## config.mk

```make
export PLATFORM = sky130hd
export DESIGN_NAME = mdio_hst_cmd_engine
export DESIGN_NICKNAME = d
export VERILOG_FILES = /design/src/rtl/mdio_hst_cmd_engine_pkg.sv /design/src/rtl/mdio_hst_cmd_engine_fifo.sv /design/src/rtl/mdio_hst_cmd_engine.sv
export SDC_FILE = /design/constraint.sdc
export NUM_CORES = 1
export LEC_CHECK = 0
export ABC_AREA = 0
export ABC_CLOCK_PERIOD_IN_PS = 2800
export BUFFER_PORTS_ARGS = -buffer_cell sky130_fd_sc_hd__buf_2
export CORE_UTILIZATION = 53
export DETAILED_ROUTE_END_ITERATION = 10
export PLACE_DENSITY = 0.82
export SETUP_SLACK_MARGIN = 0.5
export SYNTH_ARGS = -nofsm -noshare
export SYNTH_HDL_FRONTEND = slang
export SYNTH_SLANG_ARGS = --single-unit
```

## constraint.sdc

```tcl
create_clock -name host_clk -period 2.8 [get_ports host_clk]
set_input_delay 0.28 -clock host_clk [delete_from_list [all_inputs] [get_ports host_clk]]
set_output_delay 0.28 -clock host_clk [all_outputs]
set_load 0.1 [all_outputs]
```

## src/rtl/mdio_hst_cmd_engine_pkg.sv

```systemverilog
// mdio_cfg_pkg: shared definitions for the MDIO host command engine.
//   - FSM state encoding
//   - MAC configuration register addresses and host opcodes
//   - acc_data field layout (command word) and completion-word layout
package mdio_cfg_pkg;

  typedef enum logic [3:0] {
    ST_RST      = 4'd0,
    ST_WAIT_MAC = 4'd1,
    ST_SETTLE   = 4'd2,
    ST_CFG      = 4'd3,
    ST_CFG_GAP  = 4'd4,
    ST_IDLE     = 4'd5,
    ST_ISSUE    = 4'd6,
    ST_REQ      = 4'd7,
    ST_WAIT_RDY = 4'd8,
    ST_DONE     = 4'd9
  } state_e;

  // MAC configuration registers written after MAC reset release
  localparam logic [9:0] CFG_ADDR_RX   = 10'h240;
  localparam logic [9:0] CFG_ADDR_TX   = 10'h280;
  localparam logic [9:0] CFG_ADDR_MGMT = 10'h340;
  localparam logic [1:0] CFG_LAST_IDX  = 2'd2;

  // Host opcodes
  localparam logic [1:0] OP_CFG_WR = 2'b01;
  localparam logic [1:0] OP_IDLE   = 2'b11;

  // acc_data layout: [31:28] ignored, [27:26] op, [25:16] addr, [15:0] data
  localparam int unsigned ACC_OP_LSB   = 26;
  localparam int unsigned ACC_ADDR_LSB = 16;
  localparam int unsigned ACC_DATA_LSB = 0;
  localparam int unsigned CMD_W        = 28;

  typedef struct packed {
    logic [1:0]  op;
    logic [9:0]  addr;
    logic [15:0] data;
  } cmd_t;

  // Completion word: {timeout, 3'b0, op, addr, data}
  typedef struct packed {
    logic        timeout;
    logic [2:0]  rsvd;
    logic [1:0]  op;
    logic [9:0]  addr;
    logic [15:0] data;
  } cmp_t;

  function automatic logic [9:0] cfg_addr(input logic [1:0] idx);
    case (idx)
      2'd0:    return CFG_ADDR_RX;
      2'd1:    return CFG_ADDR_TX;
      default: return CFG_ADDR_MGMT;
    endcase
  endfunction

  function automatic logic [31:0] pack_cmp(input logic tmo, input cmd_t cmd,
                                           input logic [15:0] data);
    cmp_t c;
    c.timeout = tmo;
    c.rsvd    = 3'b000;
    c.op      = cmd.op;
    c.addr    = cmd.addr;
    c.data    = data;
    return c;
  endfunction

endpackage

```

## src/rtl/mdio_hst_cmd_engine_fifo.sv

```systemverilog
// mdio_cmd_fifo: synchronous command FIFO.
//   clk_i, rst_i   clock, synchronous active-high reset
//   push_i/wdata_i write strobe and data (ignored while full, even with a pop)
//   pop_i/rdata_o  read strobe; rdata_o shows the head entry (first-word fall-through)
//   flush_i        empties the queue; wins over push and pop
//   full_o/empty_o status
module mdio_cmd_fifo #(
  parameter int unsigned DEPTH = 4,
  parameter int unsigned WIDTH = 28
) (
  input  logic             clk_i,
  input  logic             rst_i,
  input  logic             push_i,
  input  logic [WIDTH-1:0] wdata_i,
  input  logic             pop_i,
  input  logic             flush_i,
  output logic [WIDTH-1:0] rdata_o,
  output logic             full_o,
  output logic             empty_o
);

  localparam int unsigned AW = $clog2(DEPTH);
  localparam logic [AW:0] PTR_ONE = (AW+1)'(1);

  logic [WIDTH-1:0] mem_q [DEPTH];
  logic [AW:0]      wr_q, rd_q;
  logic             do_push, do_pop;

  // Pointers carry one extra wrap bit to distinguish full from empty
  assign empty_o = (wr_q == rd_q);
  assign full_o  = (wr_q[AW] != rd_q[AW]) && (wr_q[AW-1:0] == rd_q[AW-1:0]);
  assign rdata_o = mem_q[rd_q[AW-1:0]];

  assign do_push = push_i && !full_o && !flush_i;
  assign do_pop  = pop_i && !empty_o && !flush_i;

  always_ff @(posedge clk_i) begin
    if (rst_i || flush_i) begin
      wr_q <= '0;
      rd_q <= '0;
    end else begin
      if (do_push) wr_q <= wr_q + PTR_ONE;
      if (do_pop)  rd_q <= rd_q + PTR_ONE;
    end
  end

  always_ff @(posedge clk_i) begin
    if (do_push && !rst_i) mem_q[wr_q[AW-1:0]] <= wdata_i;
  end

endmodule

```

## src/rtl/mdio_hst_cmd_engine.sv

```systemverilog
// mdio_hst_cmd_engine: after MAC reset release, writes RX/TX/MGMT configuration
// words over the MAC host interface, then executes queued MDIO accesses.
//   host_clk, host_reset           clock, synchronous active-high reset
//   mac_rst                        asynchronous MAC reset (synchronised here)
//   host_opcode/addr/wr_data/...   MAC host bus (miim_sel 0 = config, 1 = MDIO)
//   host_req, host_miim_rdy        MDIO request strobe / engine ready
//   acc_data, acc_en               command push from the PCIe side
//   fifo_full, ovf_cnt             queue status, saturating drop counter
//   cmp_valid, cmp_data, send_irq  one-cycle completion {timeout,3'b0,op,addr,data}
//   init_done                      configuration sequence complete
module mdio_hst_cmd_engine
  import mdio_cfg_pkg::*;
#(
  parameter int unsigned FIFO_DEPTH  = 4,
  parameter int unsigned RDY_TIMEOUT = 1024,
  parameter int unsigned SETTLE_CYC  = 8,
  parameter logic [31:0] RX_CFG      = 32'h1C00_0000,
  parameter logic [31:0] TX_CFG      = 32'h1100_0000,
  parameter logic [31:0] MGMT_CFG    = 32'h0000_0029
) (
  input  logic        host_clk,
  input  logic        host_reset,
  input  logic        mac_rst,
  output logic [1:0]  host_opcode,
  output logic [9:0]  host_addr,
  output logic [31:0] host_wr_data,
  input  logic [31:0] host_rd_data,
  output logic        host_miim_sel,
  output logic        host_req,
  input  logic        host_miim_rdy,
  input  logic [31:0] acc_data,
  input  logic        acc_en,
  output logic        fifo_full,
  output logic [7:0]  ovf_cnt,
  output logic        cmp_valid,
  output logic [31:0] cmp_data,
  output logic        init_done,
  output logic        send_irq
);

  // SETTLE_CYC is expected to be at least 1
  localparam int unsigned SW = (SETTLE_CYC > 1) ? $clog2(SETTLE_CYC) : 1;
  localparam int unsigned TW = $clog2(RDY_TIMEOUT);
  localparam logic [SW-1:0] SETTLE_LAST = SW'(SETTLE_CYC - 1);
  localparam logic [TW-1:0] TMO_LAST    = TW'(RDY_TIMEOUT - 1);

  function automatic logic [31:0] cfg_word(input logic [1:0] idx);
    case (idx)
      2'd0:    return RX_CFG;
      2'd1:    return TX_CFG;
      default: return MGMT_CFG;
    endcase
  endfunction

  state_e          state_q, state_d;
  logic [1:0]      mac_sync_q;
  logic            mac_rst_s;
  logic [SW-1:0]   settle_q, settle_d;
  logic [1:0]      idx_q, idx_d;
  logic [TW-1:0]   tmo_q, tmo_d;
  cmd_t            cmd_q, cmd_d;
  logic [1:0]      opcode_q, opcode_d;
  logic [9:0]      addr_q, addr_d;
  logic [31:0]     wdata_q, wdata_d;
  logic            sel_q, sel_d;
  logic            req_q, req_d;
  logic            cmp_valid_q, cmp_valid_d;
  logic [31:0]     cmp_data_q, cmp_data_d;
  logic            init_q, init_d;
  logic [7:0]      ovf_q;

  logic             fifo_pop, fifo_flush, fifo_full_w, fifo_empty_w;
  logic [CMD_W-1:0] fifo_rdata;
  cmd_t             head_cmd;
  logic             unused_bits;

  assign unused_bits = ^{acc_data[31:CMD_W], host_rd_data[31:16]};
  assign head_cmd    = cmd_t'(fifo_rdata);
  assign mac_rst_s   = mac_sync_q[1];

  mdio_cmd_fifo #(
    .DEPTH (FIFO_DEPTH),
    .WIDTH (CMD_W)
  ) u_fifo (
    .clk_i   (host_clk),
    .rst_i   (host_reset),
    .push_i  (acc_en),
    .wdata_i (acc_data[CMD_W-1:0]),
    .pop_i   (fifo_pop),
    .flush_i (fifo_flush),
    .rdata_o (fifo_rdata),
    .full_o  (fifo_full_w),
    .empty_o (fifo_empty_w)
  );

  always_ff @(posedge host_clk) begin
    if (host_reset) mac_sync_q <= '1;
    else            mac_sync_q <= {mac_sync_q[0], mac_rst};
  end

  always_comb begin
    state_d     = state_q;
    settle_d    = settle_q;
    idx_d       = idx_q;
    tmo_d       = tmo_q;
    cmd_d       = cmd_q;
    opcode_d    = opcode_q;
    addr_d      = addr_q;
    wdata_d     = wdata_q;
    sel_d       = sel_q;
    req_d       = req_q;
    cmp_valid_d = 1'b0;
    cmp_data_d  = cmp_data_q;
    init_d      = init_q;
    fifo_pop    = 1'b0;
    fifo_flush  = 1'b0;

    case (state_q)
      ST_RST: begin
        opcode_d = OP_IDLE;
        addr_d   = '0;
        wdata_d  = '0;
        sel_d    = 1'b0;
        req_d    = 1'b0;
        settle_d = '0;
        idx_d    = '0;
        tmo_d    = '0;
        init_d   = 1'b0;
        state_d  = ST_WAIT_MAC;
      end
      ST_WAIT_MAC: begin
        settle_d = '0;
        if (!mac_rst_s) state_d = ST_SETTLE;
      end
      ST_SETTLE: begin
        if (settle_q == SETTLE_LAST) begin
          idx_d    = '0;
          opcode_d = OP_CFG_WR;
          addr_d   = cfg_addr(2'd0);
          wdata_d  = cfg_word(2'd0);
          state_d  = ST_CFG;
        end else begin
          settle_d = settle_q + SW'(1);
        end
      end
      ST_CFG: begin
        opcode_d = OP_IDLE;
        addr_d   = '0;
        wdata_d  = '0;
        state_d  = ST_CFG_GAP;
      end
      ST_CFG_GAP: begin
        if (idx_q == CFG_LAST_IDX) begin
          init_d  = 1'b1;
          sel_d   = 1'b1;
          state_d = ST_IDLE;
        end else begin
          idx_d    = idx_q + 2'd1;
          opcode_d = OP_CFG_WR;
          addr_d   = cfg_addr(idx_q + 2'd1);
          wdata_d  = cfg_word(idx_q + 2'd1);
          state_d  = ST_CFG;
        end
      end
      ST_IDLE: begin
        sel_d = 1'b1;
        if (!fifo_empty_w) begin
          fifo_pop = 1'b1;
          cmd_d    = head_cmd;
          tmo_d    = '0;
          state_d  = ST_ISSUE;
        end
      end
      ST_ISSUE: begin
        // The ready budget covers the wait before the request as well
        if (host_miim_rdy) begin
          opcode_d = cmd_q.op;
          addr_d   = cmd_q.addr;
          wdata_d  = {16'h0000, cmd_q.data};
          req_d    = 1'b1;
          state_d  = ST_REQ;
        end else if (tmo_q == TMO_LAST) begin
          cmp_valid_d = 1'b1;
          cmp_data_d  = pack_cmp(1'b1, cmd_q, 16'h0000);
          state_d     = ST_DONE;
        end else begin
          tmo_d = tmo_q + TW'(1);
        end
      end
      ST_REQ: begin
        req_d   = 1'b0;
        state_d = ST_WAIT_RDY;
      end
      ST_WAIT_RDY: begin
        if (host_miim_rdy) begin
          cmp_valid_d = 1'b1;
          cmp_data_d  = pack_cmp(1'b0, cmd_q,
                                 cmd_q.op[1] ? host_rd_data[15:0] : cmd_q.data);
          state_d     = ST_DONE;
        end else if (tmo_q == TMO_LAST) begin
          cmp_valid_d = 1'b1;
          cmp_data_d  = pack_cmp(1'b1, cmd_q, 16'h0000);
          state_d     = ST_DONE;
        end else begin
          tmo_d = tmo_q + TW'(1);
        end
      end
      ST_DONE: begin
        state_d = ST_IDLE;
      end
      default: begin
        state_d = ST_RST;
      end
    endcase

    // MAC reset past WAIT_MAC discards everything in flight and restarts init
    if (mac_rst_s && (state_q != ST_RST) && (state_q != ST_WAIT_MAC)) begin
      state_d     = ST_WAIT_MAC;
      fifo_flush  = 1'b1;
      fifo_pop    = 1'b0;
      init_d      = 1'b0;
      req_d       = 1'b0;
      cmp_valid_d = 1'b0;
      opcode_d    = OP_IDLE;
      addr_d      = '0;
      wdata_d     = '0;
      sel_d       = 1'b0;
    end
  end

  always_ff @(posedge host_clk) begin
    if (host_reset) begin
      state_q     <= ST_RST;
      settle_q    <= '0;
      idx_q       <= '0;
      tmo_q       <= '0;
      cmd_q       <= '0;
      opcode_q    <= OP_IDLE;
      addr_q      <= '0;
      wdata_q     <= '0;
      sel_q       <= 1'b0;
      req_q       <= 1'b0;
      cmp_valid_q <= 1'b0;
      cmp_data_q  <= '0;
      init_q      <= 1'b0;
    end else begin
      state_q     <= state_d;
      settle_q    <= settle_d;
      idx_q       <= idx_d;
      tmo_q       <= tmo_d;
      cmd_q       <= cmd_d;
      opcode_q    <= opcode_d;
      addr_q      <= addr_d;
      wdata_q     <= wdata_d;
      sel_q       <= sel_d;
      req_q       <= req_d;
      cmp_valid_q <= cmp_valid_d;
      cmp_data_q  <= cmp_data_d;
      init_q      <= init_d;
    end
  end

  // Drops are counted whenever a push meets a full queue
  always_ff @(posedge host_clk) begin
    if (host_reset)                                   ovf_q <= '0;
    else if (acc_en && fifo_full_w && (ovf_q != '1)) ovf_q <= ovf_q + 8'd1;
  end

  assign host_opcode   = opcode_q;
  assign host_addr     = addr_q;
  assign host_wr_data  = wdata_q;
  assign host_miim_sel = sel_q;
  assign host_req      = req_q;
  assign cmp_valid     = cmp_valid_q;
  assign send_irq      = cmp_valid_q;
  assign cmp_data      = cmp_data_q;
  assign init_done     = init_q;
  assign fifo_full     = fifo_full_w;
  assign ovf_cnt       = ovf_q;

endmodule

```

# After elaboration in Yosys (flattened, before gate mapping)
# Memory sizes are Yosys's and may differ from the RTL's. A register that Yosys moved wholly into a read port is not among the register bits.
# Index checks and enable logic that the tools add are counted.
[word_totals]
regBits = 115
ram_bits = 112
input_bits = 69
out_inout_bits = 90
wordCells = 150
memories = 1
[mem_list]
columns = ["name", "depth", "word_bits", "read_ports", "rd_clocked_by_memory_dff", "wr", "line", "source"]
rows = [
  ["u_fifo.mem_q", 4, 28, 1, 1, 1, "mdio_hst_cmd_engine_fifo.sv:25", "logic [WIDTH-1:0] mem_q [DEPTH];"],
]
[op_classes]
n_addsub = 6
eq_ne = 31
n_mux = 52
n_bitwise = 1
n_reduce_logical = 42
[op_table]
columns = ["op", "count"]
rows = [
  ["2-to-1 mux 32 bit", 6],
  ["case mux 32 bit (4 select lines)", 1],
  ["case mux 32 bit (2 select lines)", 1],
  ["2-to-1 mux 10 bit", 6],
  ["case mux 29 bit (2 select lines)", 1],
  ["case mux 10 bit (4 select lines)", 1],
  ["case mux 4 bit (10 select lines)", 1],
  ["case mux 10 bit (3 select lines)", 1],
  ["2-to-1 mux 4 bit", 6],
  ["inequality test 2 bit (second input constant)", 10],
  ["case mux 9 bit (2 select lines)", 1],
  ["== test 4 x 3 -> 1 bit (second input constant)", 4],
  ["2-to-1 mux 16 bit", 1],
  ["2-to-1 mux 1 bit", 12],
  ["AND reduction 2 bit", 6],
  ["adder 10 x 1 -> 10 bit (second input constant)", 1],
  ["== test 10 bit (second input constant)", 1],
  ["logical AND 1 bit", 10],
  ["2-to-1 mux 2 bit", 5],
  ["OR reduction 2 bit", 5],
  ["adder 3 x 1 -> 3 bit (second input constant)", 3],
  ["inequality test 3 bit (second input constant)", 3],
  ["AND reduction 3 bit", 3],
  ["nonzero test 3 bit", 3],
  ["27 further kinds", 40],
]

# Depth between registers and ports, before layout
[depth]
ltp_word = 9
mapped_depth = 10
mapped_depth_nobuf = 7

# Modules after synthesis
# From an unflattened synthesis, not the netlist that was laid out.
[hier_totals]
cells_unflattened = 833
hier_area_um2 = 9905.8
[modules_own_cells]
columns = ["module", "instances", "cells_each", "area_each_um2", "seq_area_each_um2"]
rows = [
  ["mdio_hst_cmd_engine", 1, 617, 5276.3, 2482.4],
  ["mdio_cmd_fifo", 1, 216, 4629.4, 3523.4],
]

# Least setup slack after synthesis
# No wires, ideal clock.
[synth_path]
path_kind = "reg2reg"
start = "reg state_q[3]"
end = "mem u_fifo.mem_q[0][0], enable pin"
setup_ns = 0.387
arrival_time_ns = 1.878
required_time_ns = 2.413
path_slack_ns = 0.535
stages_incl_launch_ff = 6
n_path_buf = 1
synth_period_minus_slack_ns = 2.265
cell_sequence = "dfxtp_1 -> clkbuf_1 -> o31ai_1 -> nand2b_1 -> nor2_1 -> and2_1"
[synth_via]
elab_chain_len = 9
elab_cells_between_ends = 10
cone_classes = "1 x eq/ne; 3 x mux; 6 x reduce/logical"
[synth_rtl]
columns = ["element", "line", "source"]
rows = [
  ["from (decl)", "mdio_hst_cmd_engine.sv:55", "state_e state_q, state_d;"],
  ["from (signal assigned)", "mdio_hst_cmd_engine.sv:247", "state_q <= state_d;"],
  ["nonzero test 4 bit", "mdio_hst_cmd_engine.sv:217", "if (mac_rst_s && (state_q != ST_RST) && (state_q != ST_WAIT_MAC)) begin"],
  ["logical AND 1 bit", "mdio_hst_cmd_engine.sv:217", ""],
  ["logical AND 1 bit (*)", "mdio_hst_cmd_engine.sv:217", ""],
  ["2-to-1 mux 1 bit (*)", "mdio_hst_cmd_engine.sv:217", ""],
  ["zero test 1 bit (*)", "mdio_hst_cmd_engine_fifo.sv:34", "assign do_push = push_i && !full_o && !flush_i;"],
  ["logical AND 1 bit (*)", "mdio_hst_cmd_engine_fifo.sv:34", ""],
  ["logical AND 1 bit (*)", "mdio_hst_cmd_engine_fifo.sv:48", "if (do_push && !rst_i) mem_q[wr_q[AW-1:0]] <= wdata_i;"],
  ["2-to-1 mux 1 bit (*)", "mdio_hst_cmd_engine_fifo.sv:48", ""],
  ["2-to-1 mux 1 bit (not written as such) (*)", "mdio_hst_cmd_engine_fifo.sv:48", ""],
  ["to (decl)", "mdio_hst_cmd_engine_fifo.sv:25", ""],
]
# Mark *: on every way between the ends. The rest lies on a longest branch, timed or not.

# Final worst setup path
[layout_path]
start = "reg settle_q[0]"
end = "reg opcode_q[1], in the netlist host_opcode[1]"
[layout_via]
elab_chain_len = 3
[layout_rtl]
columns = ["element", "line", "source"]
rows = [
  ["from (decl)", "mdio_hst_cmd_engine.sv:58", "logic [SW-1:0] settle_q, settle_d;"],
  ["from (signal assigned)", "mdio_hst_cmd_engine.sv:248", "settle_q <= settle_d;"],
  ["== test 3 bit", "mdio_hst_cmd_engine.sv:136", "if (settle_q == SETTLE_LAST) begin"],
  ["inequality test 2 bit (no source line)", "n/a", ""],
  ["AND reduction 4 bit (no source line)", "n/a", ""],
  ["to (signal assigned)", "mdio_hst_cmd_engine.sv:252", "opcode_q <= opcode_d;"],
  ["to (decl)", "mdio_hst_cmd_engine.sv:62", "logic [1:0] opcode_q, opcode_d;"],
]
# No other way between the ends.
# A chain may end at the register's enable or synchronous reset.

==> flow_summary_export.csv <==
group,metric,value,unit
logic_synthesis,synthDominantCellAreaShare,0.340,
sta,worst_slack_setup_final,0.637,ns
hold_path,hold_path.startpoint,"acc_en",
final_layout,synthToLayoutAreaGrowth,19.9,%
clock_network,tritoncts,"built",
final_layout,num-fill-cells,1311,
logic_synthesis,synthesis.area_per_instance,11.9,um2
final_layout,area.sequential,5970,um2
sta,worst_hold_slack,0.0637,ns
logic_synthesis,yosys.area.top_type,"sky130_fd_sc_hd__edfxtp_1",
hold_path,whs_endpoint,"u_fifo.wr_q[1]",
global_route,gr-usage-all-layers,0.237,
sta,timing_hold_violations_final,0,
placed_design,globalplace.congestion,0.874,
critical_path,end_kind,"flip-flop",
detailed_routing,dr.first_iter.drc_count,608,
global_route,antenna_found_initial,1,
sta,slew_headroom,0.444,
global_route,global_route.overflow_total,0,
critical_path,reg2reg_setup_slack,0.64,ns
detailed_routing,detail_route.wl_per_cell,18.6,um
critical_path,critical_path.max_fanout,17,
floorplan,die-area,19200,um2
floorplan,die-width,139,um
logic_synthesis,async_reset_ff_frac,0,
detailed_routing,post_drt_via_cell_ratio,5.76,
critical_path,critPathLaunchType,"flip-flop",
clock_network,numCtsBuffers,25,
clock_network,clock_latency,0.53,ns
critical_path,critical-path-top-cell-by-count,"sky130_fd_sc_hd__ha_1",
final_layout,layout.nets,1060,
global_route,maximum_number_of_pins_on_one_net_before_global_route_repair,41,
sta,clock_skew,0.0128,ns
sta,fin_setup_tns,0,ns
logic_synthesis,synth_commonest_cells,"sky130_fd_sc_hd__dfxtp_1, sky130_fd_sc_hd__edfxtp_1, sky130_fd_sc_hd__nand2_1, sky130_fd_sc_hd__nor2_1, sky130_fd_sc_hd__a21oi_1",
critical_path,cells_along_the_critical_path,"ha_1, ha_1, or3b_1, a21oi_1, or3_1, buf_4, a211oi_1, a211o_1",
critical_path,worstReg2RegEnd,"host_opcode[1]",
sta,worst_slew_pin_slew,0.833,ns
placed_design,port_buffers,126,
clock_network,cts.htree.levels,1,
sta,final_count_of_pins_violating_max_slew,0,
floorplan,die_height,139,um
critical_path,critical_path.max_stage_delay,0.36,ns
critical_path,timing.critical_path.required,3.21,ns
floorplan,std_cell_rows,49,
status,violations,"design-rule violations",
logic_synthesis,number_of_library_cell_types_mapped_by_synthesis,61,
detailed_routing,drt_pass1_iterations,8,
logic_synthesis,synth_flop_cell,"sky130_fd_sc_hd__dfxtp_1",
detailed_routing,route.antenna.remaining_nets,0,
global_route,global_route_wire_length_before_repair,36.3,mm
critical_path,critPathTopFamily,"compound AO/OA/AOI/OAI gates",
power_and_ir_drop,report.power.total,8.67,mW
hold_path,hold_path_depth,3,
floorplan,io_pins,159,
sta,grt_setup_unrepaired,"false",
logic_synthesis,syn_inst,830,
critical_path,critical_path_buf_inv_count,1,
status,status,"finished with violations",
hold_path,min_path_type,"in2reg",
placed_design,pre_cts_slack,0.436,ns
critical_path,critical_path.slowest_cell,"sky130_fd_sc_hd__or3b_1",
floorplan,floorplan.initialDensity,0.546,
detailed_routing,finalWirelength,22.8,mm
clock_network,clk_pin_slew,0.06,ns
final_layout,multi_input_area,3570,um2
critical_path,worstPathArrival,2.57,ns
sta,final_critical_period,2.16,ns
clock_network,cts.path.max_buffers,3,
critical_path,timing.setup.critical_path_class,"reg2reg",
floorplan,floorplan.core_area,18100,um2
critical_path,crit-reg2reg-launch,"settle_q[0]",
placed_design,dp_hpwl,14.5,mm
critical_path,worstRegToRegCells,8,
sta,setup-violations-final,0,
final_layout,drive_above_1_share,0.259,
logic_synthesis,synth_sequential_area_ratio,0.603,
power_and_ir_drop,power.density_cell_area,730,nW/um2
power_and_ir_drop,p_leak,4.46,nW
run,cap_viol_max_count,0,
power_and_ir_drop,vdd.ir_drop.worst,511,uV
sta,fmax,462,MHz
global_route,first_global_vias,6981,
clock_network,cts.sinks,242,
clock_network,clock-root-buffer,"sky130_fd_sc_hd__clkbuf_16",
logic_synthesis,post_synth_instance_area,9900,um2
logic_synthesis,ys.warnings.count,0,
logic_synthesis,synth_enable_flop_cells,112,
sta,period_share,0.773,
detailed_routing,number_of_remaining_drc_errors,20,
logic_synthesis,ys_ff_latch,242,
logic_synthesis,synth.area.top_cells,"sky130_fd_sc_hd__edfxtp_1, sky130_fd_sc_hd__dfxtp_1, sky130_fd_sc_hd__mux4_2",
detailed_routing,num_vias,7062,
logic_synthesis,leading_cell_type_by_number_of_instances_after_synthesis,"sky130_fd_sc_hd__dfxtp_1",
flip-flops by register name (all words and copies together) (netlist names):
register,cells
ovf_cnt,8
cmp_valid,1
host_miim_sel,1
host_wr_data,19
cmd_q,28
init_done,1
state_q,4
host_opcode,2
mac_sync_q,2
cmp_data,32
tmo_q,10
host_addr,10
u_fifo.mem_q,112
u_fifo.rd_q,3
host_req,1
u_fifo.wr_q,3
idx_q,2
settle_q,3
cell families (layout without fill, tap and decap cells):
kind of cell               Yosys count  in the layout  synth area share
and+or+nand+nor                    261            261             0.125
DFF                                242            242             0.603
AOI/OAI and AO/OA                  156            156             0.104
buffers and inverters               85            241            0.0430
muxes                               59             59            0.0971
xor gates and xnor gates            14             14            0.0124
adders and majority gates           12             12            0.0152
other                                1             13          0.000379
layout make-up:
type                       instances  share of cell area
sequential                       242               0.503
multi-input combinational        514               0.301
timing repair buffer             179              0.0985
clock buffer                      30              0.0551
tap                              229              0.0241
clock inverter                    15              0.0133
inverter                          17             0.00537
antenna                            1            0.000211
cells in the final DEF, fill, tap and decap left out, types with 19 or more instances in the layout:
cell and count:
sky130_fd_sc_hd__dfxtp_1 127, sky130_fd_sc_hd__dlygate4sd3_1 29, sky130_fd_sc_hd__clkbuf_16 25, sky130_fd_sc_hd__mux4_2 28, sky130_fd_sc_hd__nor2_1 85, sky130_fd_sc_hd__a22oi_1 26, sky130_fd_sc_hd__nand2_1 88, sky130_fd_sc_hd__buf_4 19
sky130_fd_sc_hd__o21ai_0 22, sky130_fd_sc_hd__buf_2 125, sky130_fd_sc_hd__edfxtp_1 112, sky130_fd_sc_hd__a21oi_1 61
per-layer routing:
metal / wire length [um] / GRT usage / up-vias
li1: - / - / 3287
met1: 9300 / 0.302 / 3427
met2: 11300 / 0.404 / 289
met3: 1520 / 0.0397 / 59
met4: 699 / 0.0959 / 0
met5: 0 / 0 / -
per-stage QoR:
step / instances / util / instance area, um2
after CTS: 1226 / 0.653 / 11800
after global placement: 1152 / 0.592 / 10700
after global routing: 1227 / 0.654 / 11900
after floorplan: 841 / - / 9940
final: 1227 / 0.654 / 11900
after detailed placement: 1152 / 0.592 / 10700
power breakdown:
part	internal [mW]	switching, mW	leakage (nW)	total (mW)
Sequential	3.86	0.113	2.07	3.98
Combinational	0.413	0.995	2.01	1.41
Clock	1.94	1.35	0.386	3.29
worst max path at each step:
stage,startpoint,endpoint,slack [ns],depth (start not counted)
final,settle_q[0],host_opcode[1],0.64,8
after global routing,settle_q[0],host_opcode[1],0.53,8
after CTS,state_q[2],tmo_q[8],0.56,5
after detailed placement,state_q[1],tmo_q[5],0.44,5
after global placement,state_q[1],tmo_q[6],0.47,5
after floorplan,state_q[3],u_fifo.mem_q[0][0],0.53,5
worst reg2reg max path: cells and delay by family (launching register included):
kind / cells / cell delay, ns
AO/OA/AOI/OAI: 3 / 0.54
adder cells (fa/ha/maj): 2 / 0.45
buffers and inverters: 1 / 0.23
flip-flops: 1 / 0.32
AND/OR/NAND/NOR: 2 / 0.52
what timing repair did:
action	CTS	global route
endpoints found under the hold margin	113	0
endpoints found under the setup margin	10	117
hold buffers	29	0
buffers inserted	0	0
resized for setup	1	6
Power figures use the tool's default switching activity.
